## config.mk

```make
export PLATFORM = sky130hd
export DESIGN_NAME = resilient_ctrl_flat
export DESIGN_NICKNAME = d
export VERILOG_FILES = /design/src/rtl/resilient_ctrl_if.sv /design/src/rtl/resilient_ctrl.sv /design/src/flat_wrapper.sv
export SDC_FILE = /design/constraint.sdc
export NUM_CORES = 1
export LEC_CHECK = 0
export ABC_AREA = 1
export CAP_MARGIN = 5
export CORE_MARGIN = 2
export CORE_UTILIZATION = 50
export CTS_CLUSTER_SIZE = 20
export DETAILED_ROUTE_END_ITERATION = 10
export GPL_TIMING_DRIVEN = 0
export PLACE_DENSITY = 0.79
export SYNTH_ARGS = -nofsm -noshare
export SYNTH_HDL_FRONTEND = slang
export SYNTH_SLANG_ARGS = --single-unit
```

## constraint.sdc

```tcl
create_clock -name clk -period 4.4 [get_ports clk]
set_input_delay 1.1 -clock clk [delete_from_list [all_inputs] [get_ports clk]]
set_output_delay 1.1 -clock clk [all_outputs]
set_load 0.02 [all_outputs]
```

## src/rtl/resilient_ctrl_if.sv

```systemverilog
// Handshake, error-detector and latch-control bundle of the resilient pipeline controller.
// The master side is the environment; the slave side is the controller.
interface resilient_ctrl_if;
  logic Lreq;
  logic Lack;
  logic Rreq;
  logic Rack;
  logic Err1;
  logic Err0;
  logic latch_en;
  logic sample;

  modport master (
    output Lreq, Rack, Err1, Err0,
    input  Lack, Rreq, latch_en, sample
  );

  modport slave (
    input  Lreq, Rack, Err1, Err0,
    output Lack, Rreq, latch_en, sample
  );
endinterface

```

## src/rtl/resilient_ctrl.sv

```systemverilog
// Resilient bundled-data stage controller: opens the stage latch, optionally samples a
// dual-rail error detector, applies a recovery penalty on error, then hands the token right.
module resilient_ctrl #(
  parameter int CLK_CYC  = 2,
  parameter int SAMP_CYC = 1,
  parameter int ERR_CYC  = 3,
  parameter int CNT_W    = 8
) (
  input  logic             clk,
  input  logic             rst,
  resilient_ctrl_if.slave  hs,
  input  logic             resil_en,
  input  logic             err_clr,
  output logic [CNT_W-1:0] err_cnt,
  output logic             viol
);

  typedef enum logic [2:0] {
    IDLE, OPEN, SAMPLE, EVAL, PENALTY, SEND, RTZ
  } state_t;

  // Terminal counts of the three timed windows.
  localparam logic [7:0] CLK_LAST  = 8'(CLK_CYC - 1);
  localparam logic [7:0] SAMP_LAST = 8'(SAMP_CYC - 1);
  localparam logic [7:0] ERR_LAST  = 8'((ERR_CYC > 0) ? ERR_CYC - 1 : 0);

  state_t     state;
  logic [7:0] cnt;
  logic       mode;
  logic       lack_q;
  logic       lack_set;
  logic       rreq_q;
  logic       latch_q;
  logic       sample_q;

  assign hs.Lack     = lack_q;
  assign hs.Rreq     = rreq_q;
  assign hs.latch_en = latch_q;
  assign hs.sample   = sample_q;

  always_ff @(posedge clk or negedge rst) begin
    if (!rst) begin
      state    <= IDLE;
      cnt      <= '0;
      mode     <= 1'b0;
      lack_q   <= 1'b0;
      lack_set <= 1'b0;
      rreq_q   <= 1'b0;
      latch_q  <= 1'b0;
      sample_q <= 1'b0;
      err_cnt  <= '0;
      viol     <= 1'b0;
    end else begin
      lack_set <= 1'b0;

      // Left return-to-zero runs on its own, overlapping the right handshake.
      if (lack_q && !hs.Lreq) begin
        lack_q <= 1'b0;
      end else if (lack_set) begin
        lack_q <= 1'b1;
      end

      case (state)
        IDLE: begin
          if (hs.Lreq && !lack_q && !rreq_q) begin
            state   <= OPEN;
            mode    <= resil_en;
            latch_q <= 1'b1;
            cnt     <= '0;
          end
        end

        OPEN: begin
          if (cnt == CLK_LAST) begin
            latch_q  <= 1'b0;
            lack_set <= 1'b1;
            cnt      <= '0;
            if (mode) begin
              state    <= SAMPLE;
              sample_q <= 1'b1;
            end else begin
              state <= SEND;
            end
          end else begin
            cnt <= cnt + 8'd1;
          end
        end

        SAMPLE: begin
          if (cnt == SAMP_LAST) begin
            sample_q <= 1'b0;
            cnt      <= '0;
            state    <= EVAL;
          end else begin
            cnt <= cnt + 8'd1;
          end
        end

        EVAL: begin
          // Both rails high is a protocol violation and is handled as an error.
          if (hs.Err1) begin
            if (err_cnt != '1) err_cnt <= err_cnt + 1'b1;
            if (hs.Err0) viol <= 1'b1;
            if (ERR_CYC == 0) begin
              state <= SEND;
            end else begin
              state <= PENALTY;
              cnt   <= '0;
            end
          end else if (hs.Err0) begin
            state <= SEND;
          end
        end

        PENALTY: begin
          if (cnt == ERR_LAST) begin
            cnt   <= '0;
            state <= SEND;
          end else begin
            cnt <= cnt + 8'd1;
          end
        end

        SEND: begin
          if (!rreq_q) begin
            rreq_q <= 1'b1;
          end else if (hs.Rack) begin
            rreq_q <= 1'b0;
            state  <= RTZ;
          end
        end

        RTZ: begin
          if (!hs.Rack) state <= IDLE;
        end

        default: state <= IDLE;
      endcase

      // NOTE: the last non-blocking assignment to a register in a cycle wins, so this
      // clear overrides any increment or violation set made above on the same edge.
      if (err_clr) begin
        err_cnt <= '0;
        viol    <= 1'b0;
      end
    end
  end

endmodule

```

## src/flat_wrapper.sv

```systemverilog
// flat-port wrapper written by rule: the top's interface ports become plain ports
module resilient_ctrl_flat 
#(
  parameter int CLK_CYC  = 2,
  parameter int SAMP_CYC = 1,
  parameter int ERR_CYC  = 3,
  parameter int CNT_W    = 8
)
  (clk, rst, resil_en, err_clr, err_cnt, viol, hs_Lreq, hs_Rack, hs_Err1, hs_Err0, hs_Lack, hs_Rreq, hs_latch_en, hs_sample);
  resilient_ctrl_if hs_i ();
  input  logic clk;
  input  logic rst;
  input  logic resil_en;
  input  logic err_clr;
  output logic [CNT_W-1:0] err_cnt;
  output logic viol;
  input wire logic [$bits(hs_i.Lreq)-1:0] hs_Lreq;
  input wire logic [$bits(hs_i.Rack)-1:0] hs_Rack;
  input wire logic [$bits(hs_i.Err1)-1:0] hs_Err1;
  input wire logic [$bits(hs_i.Err0)-1:0] hs_Err0;
  output wire logic [$bits(hs_i.Lack)-1:0] hs_Lack;
  output wire logic [$bits(hs_i.Rreq)-1:0] hs_Rreq;
  output wire logic [$bits(hs_i.latch_en)-1:0] hs_latch_en;
  output wire logic [$bits(hs_i.sample)-1:0] hs_sample;
  assign hs_i.Lreq = hs_Lreq;
  assign hs_i.Rack = hs_Rack;
  assign hs_i.Err1 = hs_Err1;
  assign hs_i.Err0 = hs_Err0;
  assign hs_Lack = hs_i.Lack;
  assign hs_Rreq = hs_i.Rreq;
  assign hs_latch_en = hs_i.latch_en;
  assign hs_sample = hs_i.sample;
  resilient_ctrl #(.CLK_CYC(CLK_CYC), .SAMP_CYC(SAMP_CYC), .ERR_CYC(ERR_CYC), .CNT_W(CNT_W)) u_core (.clk(clk), .rst(rst), .hs(hs_i), .resil_en(resil_en), .err_clr(err_clr), .err_cnt(err_cnt), .viol(viol));
endmodule
```

==> metrics.log, run 1 <==
[metrics] ranking of synthesized cells by instance count: nand2_1, dfrtp_1, inv_1, nand3_1, nor2_1
[metrics] IO Count: 21
[metrics] required time of the critical path: between 3 and 4 ns
[metrics] setup slack of the most critical reg-to-reg path: between 2 and 3 ns
[metrics] cell count after placement: 286
[metrics] share of the clock period used by the worst path: about three fifths
[metrics] overall die area: about 0.0040 sq mm
[metrics] setup repair after global routing missed its margin: no
[metrics] height of the die: approximately 63 microns
[metrics] number of fill cells in the layout: ~320
[metrics] first drt pass iteration count: 4
[metrics] Synth top area share: 37.5%
[metrics] Critical path origin: u_core.err_cnt[5]
[metrics] vias in the first global route: 1422
[metrics] final hold violation count: 0
[metrics] gate family responsible for the most delay along the worst path: buffers and inverters
[metrics] P per Cell Area: 511 mW/mm^2
[metrics] wirelength, routed: 3490 microns
[metrics] Post-synth ARST share: 100%
[metrics] start of the worst register-to-register path: u_core.cnt[0]
[metrics] Crit Path Category: flop to primary output
[metrics] Max stage delay on crit path: between 0.6 and 0.7 ns
[metrics] most instantiated flip-flop cell in the synthesis netlist: dfrtp_1
[metrics] number of warnings issued by yosys: 0
[metrics] Post-DRT Antenna Nets: 0
[metrics] critical path arrival: around 1.5 ns
[metrics] average via count per standard cell: between 5 and 6
[metrics] final critical path time including I/O delays and setup: about 2.6 ns
[metrics] count of flip-flops with a built-in enable after synthesis: 0
[metrics] post-synthesis sequential area ratio: 37.5%
[metrics] diodes inserted: 0
[metrics] Hold Crit Class: flop to flop
[metrics] combined area of all synthesized cells: between 0.0015 and 0.002 sq mm
[metrics] Routability Congestion: approximately 0.88
[metrics] area leader, netlist: dfrtp_1
[metrics] end point of the critical path: err_cnt[5]
[metrics] GR Overflow Total: 0
[metrics] most instantiated library cell after synthesis: nand2_1
[metrics] number of cells upsized or downsized after cts: 0
[metrics] width of the die: 62.9 microns
[metrics] global-route wire length before repair: 6310 microns
[metrics] GRT Total Usage: 19.6%
[metrics] standard cell with the maximum stage delay on the critical path: clkdlybuf4s50_1
[metrics] result of the run: finished clean
[metrics] number of core rows: 21
[metrics] clock network latency to the later pin of the worst-skew pair: slightly above 0.3 ns
[metrics] maximum buffer depth of the clock tree: 2
[metrics] Worst-Margin Slew: between 0.6 and 0.7 ns
[metrics] Crit Reg-Reg Endpoint: u_core.state[1]
[metrics] effective utilization at floorplan: between 50% and 60%
[metrics] Worst Clk Skew: ~0.0021 ns
[metrics] post-CTS clock slew at the launch and capture registers of the worst setup and hold paths: about 0.14 ns
[metrics] critical path depth: 1
[metrics] final count of negative-setup-slack endpoints: 0
[metrics] number of storage elements in the synthesis netlist: 26
[metrics] initial antenna violation count: 0
[metrics] total leakage power: between 0.9 and 1 nW
[metrics] instance count of the mapped netlist: 220
[metrics] cell types with the largest area share after synthesis: dfrtp_1, nand2_1, o21ai_2, nand3_1, inv_1
[metrics] routed vias: 1510
[metrics] TritonCTS clock tree: done
[metrics] Core Box Area: about 0.0033 sq mm
[metrics] Final Max Tran Viols: 0
[metrics] Achievable Freq: about 0.39 GHz
[metrics] setup_tns: 0 ns
[metrics] remaining design rule violation count: 0
[metrics] deepest level of the CTS H-tree: 1
[metrics] Worst Path Max Fanout: 8
[metrics] type of origin of the critical path: flop
[metrics] worst vdd ir: 0.000300 V
[metrics] 1st-iter DRT viols: 103
[metrics] WP buf/inv: 1
[metrics] average routed wire per standard cell: 12.0 microns
[metrics] # hold bufs at CTS: 0
[metrics] proportion of layout cells with a drive suffix above 1: around 19%
[metrics] max-capacitance violation count: 0
[metrics] CTS Sinks: 26
[metrics] number of distinct library cells after synthesis: 31
[metrics] Synthesized Nets: 233
[metrics] cell-by-cell listing of the critical path: clkdlybuf4s50_1
[metrics] Critical Path End Type: primary output
[metrics] number of standard cells in the final layout excluding fillers: 290
[metrics] Area Growth Syn to Fin: 17.7%
[metrics] Final nets: approximately 260
[metrics] Max-slew headroom: between 50 and 60%
[metrics] setup repair bufs after CTS: 0
[metrics] half-perimeter wire length after placement: between 2000 and 3000 microns
[metrics] clock buffers created by TritonCTS: 3
[metrics] mean area per synthesized cell: roughly 7.9 sq um
[metrics] Reg2Reg Depth: 7
[metrics] clock root buffer: clkbuf_4
[metrics] pin count of the biggest net entering global routing: 27
[metrics] count of input and output buffers: 20
==> registers in the layout, indices dropped and copies added, names as in the netlist <==
signal              count
u_core.hs.Lack          1
u_core.err_cnt          8
u_core.state            3
u_core.hs.Rreq          1
u_core.cnt              8
u_core.mode             1
u_core.hs.latch_en      1
u_core.hs.sample        1
u_core.viol             1
u_core.lack_set         1
==> how the worst min path moves through the flow <==
stage	start	endpoint	slack, ns	cells after the start
2_1_floorplan	u_core.lack_set	u_core.hs.Lack	0.42	2
3_3_place_gp	u_core.lack_set	u_core.hs.Lack	0.45	2
3_5_place_dp	u_core.lack_set	u_core.hs.Lack	0.44	2
4_1_cts	u_core.lack_set	u_core.hs.Lack	0.48	2
5_1_grt	u_core.lack_set	u_core.hs.Lack	0.51	2
6_report	u_core.lack_set	u_core.hs.Lack	0.47	2
==> per-layer routing <==
layer	share of wire, %	routed length, microns	track usage, %
met1	48	1660	25.3
met5	0	0	0
met4	0.63	22	5.83
met2	49	1720	34.0
met3	2.4	85	2.34
==> power breakdown <==
| part | internal [mW] | leakage (nW) | total (mW) | switching, mW |
|---|---|---|---|---|
| sequential | 0.297 | 0.341 | 0.351 | 0.0542 |
| clock | 0.0320 | 0.0138 | 0.102 | 0.0700 |
| combinational | 0.210 | 0.613 | 0.591 | 0.381 |
==> kinds of logic after synthesis <==
group,count (synthesis),share of synthesized area [%]
and+or+nand+nor,119,34.6
xor gates and xnor gates,5,2.53
DFF,26,37.5
buffers and inverters,30,7.36
adders and majority gates,5,3.61
AOI/OAI and AO/OA,35,14.4
==> layout by cell type, fill, tap and decap left out, drive strengths merged <==
cell type      synthesis  final
xor2                   4      4
o21bai                 3      3
nor2                  26     26
clkbuf                 0      3
xnor2                  1      1
nand3b                 2      2
o21ai                 21     21
a21boi                 1      1
clkinv                 2      2
nand2                 61     61
inv                   26     26
a21oi                  2      2
dfrtp                 26     26
clkdlybuf4s50          0     20
nand4                  5      5
o211ai                 3      3
nand3                 22     22
buf                    2      3
o31ai                  4      4
a31oi                  1      1
nor3                   2      2
ha                     5      5
or2                    1      1
==> area by class of cell <==
cell class	count	area, sq um	share of cell area, %
plain buffers	2	22.5	1.10
clock buffers	3	22.5	1.10
inverters	28	105	5.15
multi-input cells	164	956	46.8
flip-flops and latches	26	651	31.9
well taps	46	57.6	2.82
repair buffers	21	228	11.2
==> stage by stage <==
step / util [%] / total power, mW / hold slack, ns / worst slack (ns) / area (sq um)
after CTS: 60.4 / 1.05 / 0.482 / 1.79 / 2010
final: 61.2 / 1.04 / 0.474 / 1.80 / 2040
after detailed placement: 59.7 / 0.944 / 0.441 / 1.80 / 1990
after floorplan: - / 0.789 / 0.418 / 2.55 / 1730
after global routing: 61.2 / 1.15 / 0.506 / 1.72 / 2040
after global placement: 59.7 / 0.935 / 0.445 / 1.80 / 1990
No activity file was read; power rests on OpenSTA's default activity.
==> run 2, diff against run 1 <==
==> constraint.sdc (replaced) <==
create_clock -name clk -period 2.45 [get_ports clk]
set_input_delay 0.6125 -clock clk [delete_from_list [all_inputs] [get_ports clk]]
set_output_delay 0.6125 -clock clk [all_outputs]
set_load 0.02 [all_outputs]
==> results of run 2 <==
Same layout as run 1 (identical final DEF). Status: finished clean.
Among the figures that moved: setup slack after placement 1.80 ns -> 0.335 ns; setup slack after layout 1.80 ns -> 0.340 ns; register-to-register setup slack 2.80 ns -> 0.85 ns; total power 1.04 mW -> 1.88 mW; worst IR drop on VDD 0.000300 V -> 0.000539 V
==> run 3, diff against run 2 <==
--- a/config.mk
+++ b/config.mk
@@ -7,7 +7,6 @@
 export LEC_CHECK = 0
 export ABC_AREA = 1
 export CAP_MARGIN = 5
-export CORE_MARGIN = 2
 export CORE_UTILIZATION = 50
 export CTS_CLUSTER_SIZE = 20
 export DETAILED_ROUTE_END_ITERATION = 10
==> run 3 against run 2 <==
  * Sequential power hardly changed
  * First-iteration DRC count is 51% lower
  * Combinational power barely moved
  * Design area is 1.5% higher
  * Routed wire length shrank 2.8%
  * Total power increased by 6.1%
==> metrics.log, run 3 (same netlist as run 1, synthesis figures left out) <==
[metrics] result of the run: finished clean
[metrics] clock root buffer: clkbuf_4
[metrics] P per Cell Area: about 960 mW/mm^2
[metrics] cell-by-cell listing of the critical path: clkdlybuf4s50_1
[metrics] Final nets: 259 (unchanged)
[metrics] IO Count: 21 (unchanged)
[metrics] setup repair bufs after CTS: 0 (unchanged)
[metrics] wirelength, routed: 3390 microns (-2.8%)
[metrics] Routability Congestion: 0.953 (+8.8%)
[metrics] Max-slew headroom: 60.4% (+3.9 points)
[metrics] final count of negative-setup-slack endpoints: 0 (unchanged)
[metrics] height of the die: 60.9 microns (-3.2%)
[metrics] share of the clock period used by the worst path: 87.1%
[metrics] initial antenna violation count: 0 (unchanged)
[metrics] Worst-Margin Slew: 0.593 ns (-0.0586 ns)
[metrics] leading cell type in the layout, fill and taps excluded: nand2_1
[metrics] clock network latency to the later pin of the worst-skew pair: 0.33 ns (+0.02 ns)
[metrics] half-perimeter wire length after placement: 2490 microns (-4.2%)
[metrics] 1st-iter DRT viols: 50 (-51%)
[metrics] critical path arrival: 1.52 ns (+0.02 ns)
[metrics] maximum buffer depth of the clock tree: 2 (unchanged)
[metrics] final hold violation count: 0 (unchanged)
[metrics] routed vias: 1490 (-1.3%)
[metrics] proportion of layout cells with a drive suffix above 1: 19.6% (+0.33 points)
[metrics] first drt pass iteration count: 4 (unchanged)
[metrics] final critical path time including I/O delays and setup: roughly 2.1 ns
[metrics] clock buffers created by TritonCTS: 3 (unchanged)
[metrics] GR Overflow Total: 0 (unchanged)
[metrics] number of core rows: 21 (unchanged)
[metrics] Post-DRT Antenna Nets: 0 (unchanged)
[metrics] Hold Crit Class: flop to flop
[metrics] GRT Total Usage: 21.4% (+1.8 points)
[metrics] TritonCTS clock tree: done
[metrics] setup repair after global routing missed its margin: no
[metrics] total power draw: about 2.0 mW
[metrics] setup_tns: 0 ns (unchanged)
[metrics] Regs by FF count: u_core.cnt: 8 flops, u_core.err_cnt: 8 flops, u_core.state: 3 flops
[metrics] gate family responsible for the most delay along the worst path: buffers and inverters
[metrics] placed cell area: 0.00199 sq mm (unchanged)
[metrics] # hold bufs at CTS: 0 (unchanged)
[metrics] Worst Clk Skew: 0.0151 ns (+0.0130 ns)
[metrics] Crit Path Category: flop to primary output
[metrics] Post-Layout Inst Area: 0.00207 sq mm (+1.5%)
[metrics] average via count per standard cell: 5.12 (-1.7%)
[metrics] worst vdd ir: 0.000560 V
[metrics] width of the die: 60.9 microns (-3.2%)
[metrics] pin count of the biggest net entering global routing: 27 (unchanged)
[metrics] final hold slack: 0.497 ns (+0.0238 ns)
[metrics] Worst Path Max Fanout: 8 (unchanged)
[metrics] average routed wire per standard cell: 11.7 microns (-3.1%)
[metrics] Worst Setup Slack, final: about 0.32 ns
[metrics] Max stage delay on crit path: 0.66 ns (about the same)
[metrics] WP buf/inv: 1 (unchanged)
[metrics] Achievable Freq: about 0.47 GHz
[metrics] type of origin of the critical path: flop
[metrics] deepest level of the CTS H-tree: 1 (unchanged)
[metrics] Final Max Tran Viols: 0 (unchanged)
[metrics] number of cells upsized or downsized after cts: 0 (unchanged)
[metrics] vias in the first global route: 1406 (-1.1%)
[metrics] overall die area: 0.00371 sq mm (-6.3%)
[metrics] post-CTS clock slew at the launch and capture registers of the worst setup and hold paths: 0.16 ns (+0.02 ns)
[metrics] max-capacitance violation count: 0 (unchanged)
[metrics] most frequent cells in the layout: nand2_1, dfrtp_1, inv_1, nand3_1, clkdlybuf4s50_1
[metrics] minimum setup slack after placement: around 0.35 ns
[metrics] Core Box Area: 0.00334 sq mm (unchanged)
[metrics] count of input and output buffers: 20 (unchanged)
[metrics] required time of the critical path: 1.84 ns
[metrics] global-route wire length before repair: 5970 microns (-5.5%)
[metrics] effective utilization at floorplan: 52.0% (unchanged)
[metrics] standard cell with the maximum stage delay on the critical path: clkdlybuf4s50_1
[metrics] total leakage power: 0.982 nW (+1.5%)
[metrics] remaining design rule violation count: 0 (unchanged)
[metrics] Critical Path End Type: primary output
[metrics] CTS Sinks: 26 (unchanged)
[metrics] diodes inserted: 0 (unchanged)
[metrics] Area Growth Syn to Fin: 19.5%
## run 3: metrics by stage
step	std cells	util (%)
finish	291	62.1
global route	291	62.1
CTS	290	61.3
detailed placement	286	59.7
global placement	286	59.7
floorplan	220	-
## run 3: layout make-up
| cell class | count | area, sq um |
|---|---|---|
| Fill cell | 304 | 1260 |
| Multi-Input combinational cell | 164 | 956 |
| Clock buffer | 3 | 22.5 |
| Clock inverter | 1 | 30.0 |
| Inverter | 28 | 105 |
| Buffer | 2 | 22.5 |
| Timing Repair Buffer | 21 | 228 |
| Sequential cell | 26 | 651 |
| Tap cell | 46 | 57.6 |
## run 3: worst reg2reg max path, delay by kind of cell (launching register included)
family	cells	cell delay, ns
adders and majority gates	1	0.17
buffers and inverters	1	0.17
AOI/OAI and AO/OA	2	0.39
DFF	1	0.45
and+or+nand+nor	3	0.30
## run 3: final timing paths
kind / from / to / slack [ns] / depth (start not counted)
setup / recovery: u_core.err_cnt[5] / err_cnt[5] / 0.32 / 1
hold / removal: u_core.lack_set / u_core.hs.Lack / 0.50 / 2
setup reg to reg: u_core.cnt[0] / u_core.state[0] / 0.86 / 7
hold reg to reg: u_core.lack_set / u_core.hs.Lack / 0.50 / 2
max in group asynchronous: rst / u_core.err_cnt[2] / 1.32 / 2
min in group asynchronous: rst / u_core.cnt[3] / 0.63 / 1
## run 3: where the power goes
part	switching [mW]	total, mW	internal [mW]
Sequential	0.0975	0.631	0.534
Clock	0.137	0.302	0.166
Combinational	0.679	1.06	0.378
## run 3: per-layer routing
metal  wire (microns)  track usage, %
met1             1620            28.6
met2             1650            35.6
met5                0               0
met3               87            2.99
met4               34            7.14
